--- src/rtl/hazard_pkg.sv ---
// Shared types and constants for the pipeline hazard controller.
package hazard_pkg;

  typedef enum logic [1:0] {
    FWD_RS  = 2'b00,
    FWD_EX  = 2'b01,
    FWD_MEM = 2'b10
  } fwd_sel_t;

  typedef enum logic [1:0] {
    StRun,
    StLoadStall,
    StFlush,
    StMemWait
  } hz_state_t;

  localparam logic [7:0] MEM_TIMEOUT = 8'd255;
  localparam int unsigned CntW = 16;

endpackage

--- src/rtl/hazard_if.sv ---
// Pipeline-facing signal bundle of the hazard controller.
interface hazard_if;
  import hazard_pkg::*;

  logic [4:0]          id_rs1_addr_i;
  logic [4:0]          id_rs2_addr_i;
  logic                id_rs1_used_i;
  logic                id_rs2_used_i;
  logic [4:0]          ex_rd_addr_i;
  logic                ex_rd_wr_en_i;
  logic                ex_is_load_i;
  logic [4:0]          mem_rd_addr_i;
  logic                mem_rd_wr_en_i;
  logic                branch_taken_i;
  logic                mem_req_i;
  logic                mem_ack_i;
  fwd_sel_t            forward_reg1_o;
  fwd_sel_t            forward_reg2_o;
  logic                stall_o;
  logic                flush_o;
  logic                freeze_o;
  logic                timeout_o;
  logic [CntW-1:0]     stall_cnt_o;
  logic [CntW-1:0]     flush_cnt_o;

  modport master (
    output id_rs1_addr_i, id_rs2_addr_i, id_rs1_used_i, id_rs2_used_i,
    output ex_rd_addr_i, ex_rd_wr_en_i, ex_is_load_i,
    output mem_rd_addr_i, mem_rd_wr_en_i,
    output branch_taken_i, mem_req_i, mem_ack_i,
    input  forward_reg1_o, forward_reg2_o, stall_o, flush_o, freeze_o,
    input  timeout_o, stall_cnt_o, flush_cnt_o
  );

  modport slave (
    input  id_rs1_addr_i, id_rs2_addr_i, id_rs1_used_i, id_rs2_used_i,
    input  ex_rd_addr_i, ex_rd_wr_en_i, ex_is_load_i,
    input  mem_rd_addr_i, mem_rd_wr_en_i,
    input  branch_taken_i, mem_req_i, mem_ack_i,
    output forward_reg1_o, forward_reg2_o, stall_o, flush_o, freeze_o,
    output timeout_o, stall_cnt_o, flush_cnt_o
  );

endinterface

--- src/rtl/forward_select.sv ---
// Per-operand forwarding comparator: EX beats MEM, x0 never forwards.
module forward_select
  import hazard_pkg::*;
(
  input  logic [4:0] rs_addr_i,
  input  logic [4:0] ex_rd_addr_i,
  input  logic       ex_rd_wr_en_i,
  input  logic       ex_is_load_i,
  input  logic [4:0] mem_rd_addr_i,
  input  logic       mem_rd_wr_en_i,
  output fwd_sel_t   sel_o,
  output logic       load_hit_o
);

  logic ex_hit;
  logic mem_hit;

  assign ex_hit  = ex_rd_wr_en_i && (ex_rd_addr_i != 5'd0) && (ex_rd_addr_i == rs_addr_i);
  assign mem_hit = mem_rd_wr_en_i && (mem_rd_addr_i != 5'd0) && (mem_rd_addr_i == rs_addr_i);

  // A load in EX has no data yet; the caller decides whether the operand is really used.
  assign load_hit_o = ex_hit && ex_is_load_i;

  always_comb begin
    sel_o = FWD_RS;
    if (ex_hit && !ex_is_load_i) begin
      sel_o = FWD_EX;
    end else if (mem_hit) begin
      sel_o = FWD_MEM;
    end
  end

endmodule

--- src/rtl/hazard_controller.sv ---
// Pipeline hazard controller: forwarding, load-use stall, branch flush and memory-wait freeze.
module hazard_controller
  import hazard_pkg::*;
(
  input logic     clk_i,
  input logic     rst_i,
  hazard_if.slave hz
);

  fwd_sel_t sel1, sel2;
  logic     hit1, hit2;
  logic     load_use;

  forward_select u_fwd_rs1 (
    .rs_addr_i      (hz.id_rs1_addr_i),
    .ex_rd_addr_i   (hz.ex_rd_addr_i),
    .ex_rd_wr_en_i  (hz.ex_rd_wr_en_i),
    .ex_is_load_i   (hz.ex_is_load_i),
    .mem_rd_addr_i  (hz.mem_rd_addr_i),
    .mem_rd_wr_en_i (hz.mem_rd_wr_en_i),
    .sel_o          (sel1),
    .load_hit_o     (hit1)
  );

  forward_select u_fwd_rs2 (
    .rs_addr_i      (hz.id_rs2_addr_i),
    .ex_rd_addr_i   (hz.ex_rd_addr_i),
    .ex_rd_wr_en_i  (hz.ex_rd_wr_en_i),
    .ex_is_load_i   (hz.ex_is_load_i),
    .mem_rd_addr_i  (hz.mem_rd_addr_i),
    .mem_rd_wr_en_i (hz.mem_rd_wr_en_i),
    .sel_o          (sel2),
    .load_hit_o     (hit2)
  );

  assign load_use = (hit1 && hz.id_rs1_used_i) || (hit2 && hz.id_rs2_used_i);

  hz_state_t       state_q, state_d;
  logic [7:0]      wait_cnt_q, wait_cnt_d;
  logic            timeout_q, timeout_d;
  logic [CntW-1:0] stall_cnt_q, stall_cnt_d;
  logic [CntW-1:0] flush_cnt_q, flush_cnt_d;
  logic            stall, flush, freeze;

  always_comb begin
    state_d    = StRun;
    stall      = 1'b0;
    flush      = 1'b0;
    freeze     = 1'b0;
    wait_cnt_d = wait_cnt_q;
    timeout_d  = timeout_q;

    // Once waiting, only the ack releases the freeze; a fresh request freezes unless acked.
    if (state_q == StMemWait) begin
      freeze = !hz.mem_ack_i;
    end else begin
      freeze = hz.mem_req_i && !hz.mem_ack_i;
    end

    if (freeze) begin
      state_d = StMemWait;
      if (state_q != StMemWait) begin
        wait_cnt_d = 8'd0;
      end else begin
        if (wait_cnt_q != MEM_TIMEOUT) begin
          wait_cnt_d = wait_cnt_q + 8'd1;
        end
        if (wait_cnt_d == MEM_TIMEOUT) begin
          timeout_d = 1'b1;
        end
      end
    end else begin
      // The MEM_WAIT ack cycle behaves like RUN so pending branches/hazards are not lost.
      case (state_q)
        StRun, StMemWait: begin
          if (hz.branch_taken_i) begin
            flush   = 1'b1;
            state_d = StFlush;
          end else if (load_use) begin
            stall   = 1'b1;
            state_d = StLoadStall;
          end
        end
        StLoadStall: begin
          if (hz.branch_taken_i) begin
            flush   = 1'b1;
            state_d = StFlush;
          end
        end
        default: state_d = StRun;
      endcase
    end

    stall_cnt_d = stall_cnt_q;
    if (stall && (stall_cnt_q != '1)) begin
      stall_cnt_d = stall_cnt_q + 16'd1;
    end
    flush_cnt_d = flush_cnt_q;
    if (flush && (flush_cnt_q != '1)) begin
      flush_cnt_d = flush_cnt_q + 16'd1;
    end
  end

  always_ff @(posedge clk_i or negedge rst_i) begin
    if (!rst_i) begin
      state_q     <= StRun;
      wait_cnt_q  <= 8'd0;
      timeout_q   <= 1'b0;
      stall_cnt_q <= '0;
      flush_cnt_q <= '0;
    end else begin
      state_q     <= state_d;
      wait_cnt_q  <= wait_cnt_d;
      timeout_q   <= timeout_d;
      stall_cnt_q <= stall_cnt_d;
      flush_cnt_q <= flush_cnt_d;
    end
  end

  // Combinational outputs are forced quiet while reset is held.
  assign hz.forward_reg1_o = rst_i ? sel1 : FWD_RS;
  assign hz.forward_reg2_o = rst_i ? sel2 : FWD_RS;
  assign hz.stall_o        = rst_i && stall;
  assign hz.flush_o        = rst_i && flush;
  assign hz.freeze_o       = rst_i && freeze;
  assign hz.timeout_o      = timeout_q;
  assign hz.stall_cnt_o    = stall_cnt_q;
  assign hz.flush_cnt_o    = flush_cnt_q;

endmodule

--- src/flat_wrapper.sv ---
// flat-port wrapper written by rule: the top's interface ports become plain ports
module hazard_controller_flat import hazard_pkg::*;
  (clk_i, rst_i, hz_id_rs1_addr_i, hz_id_rs2_addr_i, hz_id_rs1_used_i, hz_id_rs2_used_i, hz_ex_rd_addr_i, hz_ex_rd_wr_en_i, hz_ex_is_load_i, hz_mem_rd_addr_i, hz_mem_rd_wr_en_i, hz_branch_taken_i, hz_mem_req_i, hz_mem_ack_i, hz_forward_reg1_o, hz_forward_reg2_o, hz_stall_o, hz_flush_o, hz_freeze_o, hz_timeout_o, hz_stall_cnt_o, hz_flush_cnt_o);
  hazard_if hz_i ();
  input logic clk_i;
  input logic rst_i;
  input wire logic [$bits(hz_i.id_rs1_addr_i)-1:0] hz_id_rs1_addr_i;
  input wire logic [$bits(hz_i.id_rs2_addr_i)-1:0] hz_id_rs2_addr_i;
  input wire logic [$bits(hz_i.id_rs1_used_i)-1:0] hz_id_rs1_used_i;
  input wire logic [$bits(hz_i.id_rs2_used_i)-1:0] hz_id_rs2_used_i;
  input wire logic [$bits(hz_i.ex_rd_addr_i)-1:0] hz_ex_rd_addr_i;
  input wire logic [$bits(hz_i.ex_rd_wr_en_i)-1:0] hz_ex_rd_wr_en_i;
  input wire logic [$bits(hz_i.ex_is_load_i)-1:0] hz_ex_is_load_i;
  input wire logic [$bits(hz_i.mem_rd_addr_i)-1:0] hz_mem_rd_addr_i;
  input wire logic [$bits(hz_i.mem_rd_wr_en_i)-1:0] hz_mem_rd_wr_en_i;
  input wire logic [$bits(hz_i.branch_taken_i)-1:0] hz_branch_taken_i;
  input wire logic [$bits(hz_i.mem_req_i)-1:0] hz_mem_req_i;
  input wire logic [$bits(hz_i.mem_ack_i)-1:0] hz_mem_ack_i;
  output wire logic [$bits(hz_i.forward_reg1_o)-1:0] hz_forward_reg1_o;
  output wire logic [$bits(hz_i.forward_reg2_o)-1:0] hz_forward_reg2_o;
  output wire logic [$bits(hz_i.stall_o)-1:0] hz_stall_o;
  output wire logic [$bits(hz_i.flush_o)-1:0] hz_flush_o;
  output wire logic [$bits(hz_i.freeze_o)-1:0] hz_freeze_o;
  output wire logic [$bits(hz_i.timeout_o)-1:0] hz_timeout_o;
  output wire logic [$bits(hz_i.stall_cnt_o)-1:0] hz_stall_cnt_o;
  output wire logic [$bits(hz_i.flush_cnt_o)-1:0] hz_flush_cnt_o;
  assign hz_i.id_rs1_addr_i = hz_id_rs1_addr_i;
  assign hz_i.id_rs2_addr_i = hz_id_rs2_addr_i;
  assign hz_i.id_rs1_used_i = hz_id_rs1_used_i;
  assign hz_i.id_rs2_used_i = hz_id_rs2_used_i;
  assign hz_i.ex_rd_addr_i = hz_ex_rd_addr_i;
  assign hz_i.ex_rd_wr_en_i = hz_ex_rd_wr_en_i;
  assign hz_i.ex_is_load_i = hz_ex_is_load_i;
  assign hz_i.mem_rd_addr_i = hz_mem_rd_addr_i;
  assign hz_i.mem_rd_wr_en_i = hz_mem_rd_wr_en_i;
  assign hz_i.branch_taken_i = hz_branch_taken_i;
  assign hz_i.mem_req_i = hz_mem_req_i;
  assign hz_i.mem_ack_i = hz_mem_ack_i;
  assign hz_forward_reg1_o = hz_i.forward_reg1_o;
  assign hz_forward_reg2_o = hz_i.forward_reg2_o;
  assign hz_stall_o = hz_i.stall_o;
  assign hz_flush_o = hz_i.flush_o;
  assign hz_freeze_o = hz_i.freeze_o;
  assign hz_timeout_o = hz_i.timeout_o;
  assign hz_stall_cnt_o = hz_i.stall_cnt_o;
  assign hz_flush_cnt_o = hz_i.flush_cnt_o;
  hazard_controller u_core (.clk_i(clk_i), .rst_i(rst_i), .hz(hz_i));
endmodule
--- config.mk ---
export PLATFORM = sky130hd
export DESIGN_NAME = hazard_controller_flat
export DESIGN_NICKNAME = d
export VERILOG_FILES = /design/src/rtl/hazard_pkg.sv /design/src/rtl/hazard_if.sv /design/src/rtl/forward_select.sv /design/src/rtl/hazard_controller.sv /design/src/flat_wrapper.sv
export SDC_FILE = /design/constraint.sdc
export NUM_CORES = 1
export LEC_CHECK = 0
export CELL_PAD_IN_SITES_DETAIL_PLACEMENT = 1
export CELL_PAD_IN_SITES_GLOBAL_PLACEMENT = 1
export CORE_MARGIN = 3
export CORE_UTILIZATION = 30
export DETAILED_ROUTE_END_ITERATION = 8
export GPL_ROUTABILITY_DRIVEN = 1
export GPL_TIMING_DRIVEN = 0
export PLACE_DENSITY = 0.78
export SYNTH_ARGS = -nofsm -noshare
export SYNTH_HDL_FRONTEND = slang
export SYNTH_HIERARCHICAL = 1
export SYNTH_SLANG_ARGS = --single-unit
--- constraint.sdc ---
create_clock -name clk_i -period 3.64 [get_ports clk_i]
set_input_delay 1.092 -clock clk_i [delete_from_list [all_inputs] [get_ports clk_i]]
set_output_delay 1.092 -clock clk_i [all_outputs]
set_load 0.01 [all_outputs]
# Word-level counts from Yosys, hierarchy flattened
# Cells that the tools add are included.
totals:
  register_bits: 43
  inputBits: 30
  output_inout_bits: 40
  wordCells: 70
classes:
  addsub: 3
  n_eq_ne: 11
  muxes: 23
  bitwise_logic: 1
  reduce_logical: 27
op_table:
  columns: ["cell", "n"]
  rows:
  - ["16-bit by 1-bit adder with 16-bit output, second input constant", 2]
  - ["8-bit 2-to-1 mux", 4]
  - ["16-bit != test, second input constant", 2]
  - ["5-bit equality test", 4]
  - ["1-bit logical AND", 18]
  - ["2-bit 2-to-1 mux", 9]
  - ["5-bit nonzero test", 2]
  - ["1-bit 2-to-1 mux", 9]
  - ["8-bit by 1-bit adder with 8-bit output, second input constant", 1]
  - ["8-bit equality test, second input constant", 1]
  - ["8-bit != test, second input constant", 1]
  - ["2-bit one-hot mux with 2 select lines", 1]
  - ["3-bit AND reduction", 1]
  - ["3-bit OR reduction", 1]
  - ["2-bit by 1-bit equality test with 1-bit output, second input constant", 1]
  - ["2-bit equality test, second input constant", 1]
  - ["1-bit zero test", 2]
  - ["2-bit zero test", 1]
  - ["2-bit != test, second input constant", 1]
  - ["2-bit OR reduction", 1]
  - ["1-bit logical OR", 1]
  - ["1-bit NOT", 1]

# Depth between registers and ports, before layout
logic_depth:
  word_depth: 11
  mapped_depth: 9
  ltp_nobuf: 9

# Cells and area by module
# The synthesis kept the hierarchy.
by_module_without_submodules:
  columns: ["mod", "n_inst", "cells_per_inst", "area_each_um2", "seq_area_each_um2"]
  rows:
  - ["hazard_controller", 1, 225, 2311.0, 1076.0]
  - ["forward_select", 2, 21, 165.2, 0.0]

# Least setup slack after synthesis
# No wires, ideal clock.
synth_path:
  kind: "input port to output port"
  startpoint: "input port hz_ex_rd_addr_i[0]"
  endpoint: "output port hz_stall_o"
  arrival_time_ns: 2.325
  t_required_ns: 2.548
  setup_slack_ns: 0.223
  stages: 7
  path_buffers: 0
  cell_sequence: "xnor2_2 nand3_1 a2111o_1 nor2_1 a22o_1 nand4b_1 nor2_1"
synth_between:
  elab_chain_cells: 11
synth_rtl:
  columns: ["item", "line_no", "rtl"]
  rows:
  - ["start, declared", "flat_wrapper.sv:11", "input wire logic [$bits(hz_i.ex_rd_addr_i)-1:0] hz_ex_rd_addr_i;"]
  - ["5-bit nonzero test", "forward_select.sv:18", "assign ex_hit = ex_rd_wr_en_i && (ex_rd_addr_i != 5'd0) && (ex_rd_addr_i == rs_addr_i);"]
  - ["1-bit logical AND", "forward_select.sv:18", null]
  - ["1-bit logical AND (*)", "forward_select.sv:18", null]
  - ["1-bit logical AND (*)", "forward_select.sv:22", "assign load_hit_o = ex_hit && ex_is_load_i;"]
  - ["named net u_core.hit1", "hazard_controller.sv:11", "logic hit1, hit2;"]
  - ["1-bit logical AND (*)", "hazard_controller.sv:36", "assign load_use = (hit1 && hz.id_rs1_used_i) || (hit2 && hz.id_rs2_used_i);"]
  - ["1-bit logical OR (*)", "hazard_controller.sv:36", null]
  - ["1-bit 2-to-1 mux (*)", "hazard_controller.sv:79", "end else if (load_use) begin"]
  - ["1-bit 2-to-1 mux (*)", "hazard_controller.sv:76", "if (hz.branch_taken_i) begin"]
  - ["1-bit 2-to-1 mux (*)", "hazard_controller.sv:74", "case (state_q)"]
  - ["1-bit 2-to-1 mux (*)", "hazard_controller.sv:60", "if (freeze) begin"]
  - ["1-bit logical AND (*)", "hazard_controller.sv:123", "assign hz.stall_o = rst_i && stall;"]
  - ["end, declared", "flat_wrapper.sv:21", "output wire logic [$bits(hz_i.stall_o)-1:0] hz_stall_o;"]
# The timed path passes the listed nets; every way through them passes the cells marked *.

# Final worst setup path
layout_path:
  startpoint: "input port hz_ex_rd_addr_i[2]"
  endpoint: "output port hz_forward_reg1_o[1]"
layout_between:
  elab_chain_cells: 6
layout_rtl:
  columns: ["item", "line_no", "rtl"]
  rows:
  - ["5-bit nonzero test", "forward_select.sv:18", null]
  - ["1-bit logical AND", "forward_select.sv:18", null]
  - ["1-bit logical AND (*)", "forward_select.sv:18", null]
  - ["1-bit logical AND (*)", "forward_select.sv:26", "if (ex_hit && !ex_is_load_i) begin"]
  - ["2-bit 2-to-1 mux (*)", "forward_select.sv:26", null]
  - ["named net u_core.sel1[1]", "hazard_controller.sv:10", "fwd_sel_t sel1, sel2;"]
  - ["2-bit 2-to-1 mux (*)", "hazard_controller.sv:121", "assign hz.forward_reg1_o = rst_i ? sel1 : FWD_RS;"]
  - ["end, declared", "flat_wrapper.sv:19", "output wire logic [$bits(hz_i.forward_reg1_o)-1:0] hz_forward_reg1_o;"]
# Marks and branches as above.

==> results.yml <==
status:
  status: "finished, violations left"
  violations: "setup timing"
layout:
  layout-drive-gt1-share: 0.176
  syn_to_final_growth_pct: 39.1
  utilization: 0.438
  fillers: 965
  finalNetCount: 388
  diodes: 0
clock_network:
  h-tree-depth: 2
  cts_num_sinks: 43
  postCtsHoldBufs: 0
  clk_pin_slew_worst_paths_ns: 0.08
  cts.path.max_buffers: 2
  insertion_delay_ns: 0.30
  cts_tree: "done"
  ctsRootBufferMaster: "clkbuf_8"
  cts_buffers: 5
die:
  die_area_sq_mm: 0.00997
  io_pins: 70
  die_x_um: 99.8
  fp-row-count: 33
  core_sq_mm: 0.00838
  initial_core_util: 0.315
  fp.dieH_um: 99.8
timing:
  skew_ns: 0.00455
  grt_setup_unrepaired: "yes"
  setup_slack_ns: -0.0421
  timing.setup.tns_ns: -0.0421
  setup_viol: 1
  max-slew-margin-rel: 0.553
  finalHoldViolations: 0
  timing.final.crit_share: 1.01
  tightest_slew_ns: 0.662
  slew_viol_final: 0
  fin_crit_ns: 3.68
  max_freq_ghz: 0.272
critical_path:
  r2r-end: "u_core/hz.stall_cnt_o[15]"
  ff2ff_setup_slack_ns: 1.48
  critical_path_arrival_ns: 2.59
  end_kind: "primary output"
  required_ns: 2.55
  worstSetupStartpoint: "hz_ex_rd_addr_i[2]"
  path_class: "input pin to primary output"
  r2r_start: "u_core/state_q[1]"
  critPathCapture: "hz_forward_reg1_o[1]"
  reg2reg_depth: 7
  startpoint_type: "input pin"
  cp_max_fo: 4
placement:
  gp_congestion: 0.821
  place_ws_ns: -1.19
  portBuffers: 69
  dp_hpwl_mm: 5.54
detailed_routing:
  drt_iter0_markers: 115
  dr.pass1.iters: 4
  ant_nets: 0
  drt-wirelength-per-cell_um: 16.1
  drt-vias-per-instance: 5.09
  drc: 0
  vias: 2324
  routed_wirelength_mm: 7.34
power_and_ir_drop:
  p_per_area_mw_per_mm2: 337
  leakage_nw: 1.61
  peakVddDrop_mv: 0.282
  total_power_mw: 1.24
logic_synthesis:
  synthTopCellsByArea: "dfrtp_1 (41%), xnor2_1 (6.6%), xor2_1 (6.3%)"
  yosysUniqueCellTypes: 52
  ys.flop_type: "dfrtp_1"
  seq_area_frac_synth: 0.407
  async_flop_share: 1.00
  syn-mean-instance-area_sq_um: 9.89
  synthCells: 267
  synthDominantCellAreaShare: 0.407
  ys_ff_latch: 43
  synth_area_leader_cell: "dfrtp_1"
  syn_area_sq_mm: 0.00264
  synth_edf_count: 0
  syn_nets: 304
  yosysWarnings: 6
global_routing:
  grt_max_degree: 33
  grt_first_pass_wirelength_mm: 12.2
  gr-total-overflow: 0
  grt_usage: 0.151
  grt_pass1_vias: 2437
  antenna_found_initial: 0
worst_hold_path:
  min_path_type: "flop to flop"
job:
  maxCapViolations: 0
==> registers in the layout (all words and copies together) (netlist names) <==
signal	cells
u_core/hz.timeout_o	1
u_core/hz.stall_cnt_o	16
u_core/wait_cnt_q	8
u_core/hz.flush_cnt_o	16
u_core/state_q	2
==> through the flow <==
stage | instances | hold slack (ns) | instance area [sq um]
after floorplan | 267 | 0.481 | 2640
after global placement | 441 | 0.458 | 3460
after detailed placement | 442 | 0.486 | 3480
after CTS | 455 | 0.501 | 3650
after global routing | 457 | 0.533 | 3670
final | 457 | 0.485 | 3670
==> routing by layer <==
layer,vias to the layer above,track usage,wire [um]
met2,38,0.256,3640
met3,8,0.0361,229
met1,1154,0.198,3400
met5,-,0,0
met4,0,0.0315,71
li1,1124,-,-
==> layout make-up <==
cell class / count / area [sq um] / area share
well taps: 105 / 131 / 0.0358
flip-flops and latches: 43 / 1080 / 0.293
multi-input cells: 208 / 1580 / 0.429
plain buffers: 5 / 22.5 / 0.00613
clock inverters: 2 / 35.0 / 0.00953
repair buffers: 77 / 708 / 0.193
inverters: 11 / 41.3 / 0.0112
clock buffers: 6 / 82.6 / 0.0225
==> cells in the final DEF (no fill, tap or decap), drive strengths merged, types with 3 or more instances in the layout <==
cell type      netlist  final
ha                   7      7
nand2               26     26
nor2b                3      3
inv                 11     11
nor3                 7      7
nor4                 4      4
and3                 3      3
clkbuf               4     13
buf                  1     25
nor2                23     23
nand4                8      8
a31oi                3      3
xnor2               24     24
and4                 4      4
dlygate4sd2          0      7
clkdlybuf4s50        0     42
dfrtp               43     43
mux2                 5      5
a21oi                7      7
xor2                19     19
and2                 6      6
a41o                 3      3
o21ai                7      7
nand3               18     18
o41ai                5      5
==> kinds of logic after synthesis <==
logic type | synth area share
AND/OR/NAND/NOR | 0.231
XOR/XNOR | 0.154
flip-flops | 0.407
AO/OA/AOI/OAI | 0.127
buffers and inverters | 0.0242
adder cells (fa/ha/maj) | 0.0332
multiplexers | 0.0227
==> worst max-delay path, stage by stage <==
cell	delay, ns
buf_2	0.15
xor2_1	0.17
a2111o_1	0.43
buf_6	0.14
buf_4	0.11
o2111a_1	0.22
and2_1	0.14
buf_2	0.14
==> synth_stat cells (4+ instances only) <==
| master | n |
|---|---|
| xor2_1 | 19 |
| dfrtp_1 | 43 |
| and2_1 | 6 |
| nand2_1 | 25 |
| nor3_1 | 7 |
| xnor2_1 | 20 |
| a21oi_1 | 7 |
| o41ai_1 | 4 |
| xnor2_2 | 4 |
| clkbuf_1 | 4 |
| ha_1 | 7 |
| mux2_2 | 4 |
| nand3_1 | 17 |
| nand4_1 | 8 |
| o21ai_0 | 7 |
| nor2_1 | 23 |
| inv_1 | 11 |
==> report_power, final <==
part           leakage, nW  total, mW  internal [mW]  switching (mW)
clock network       0.0612      0.396          0.222           0.173
logic                0.982      0.273          0.148           0.125
registers            0.566      0.570          0.515          0.0549
total                 1.61       1.24          0.886           0.353
==> how the worst min path moves through the flow <==
stage / from / slack [ns] / depth (start not counted) / to
floorplan: u_core/wait_cnt_q[5] / 0.48 / 1 / u_core/wait_cnt_q[5]
global placement: u_core/hz.timeout_o / 0.46 / 2 / u_core/hz.timeout_o
detailed placement: u_core/hz.timeout_o / 0.49 / 2 / u_core/hz.timeout_o
CTS: u_core/hz.timeout_o / 0.50 / 2 / u_core/hz.timeout_o
global route: u_core/hz.stall_cnt_o[11] / 0.53 / 1 / u_core/hz.stall_cnt_o[11]
finish: u_core/hz.timeout_o / 0.49 / 2 / u_core/hz.timeout_o
==> repair_timing <==
item | 4_1_cts | 5_1_grt
endpoints found under the setup margin | 10 | 5
pin swaps | 11 | 10
resized for setup | 86 | 28
buffers inserted | 5 | 2
(Power assumes the default switching activity.)
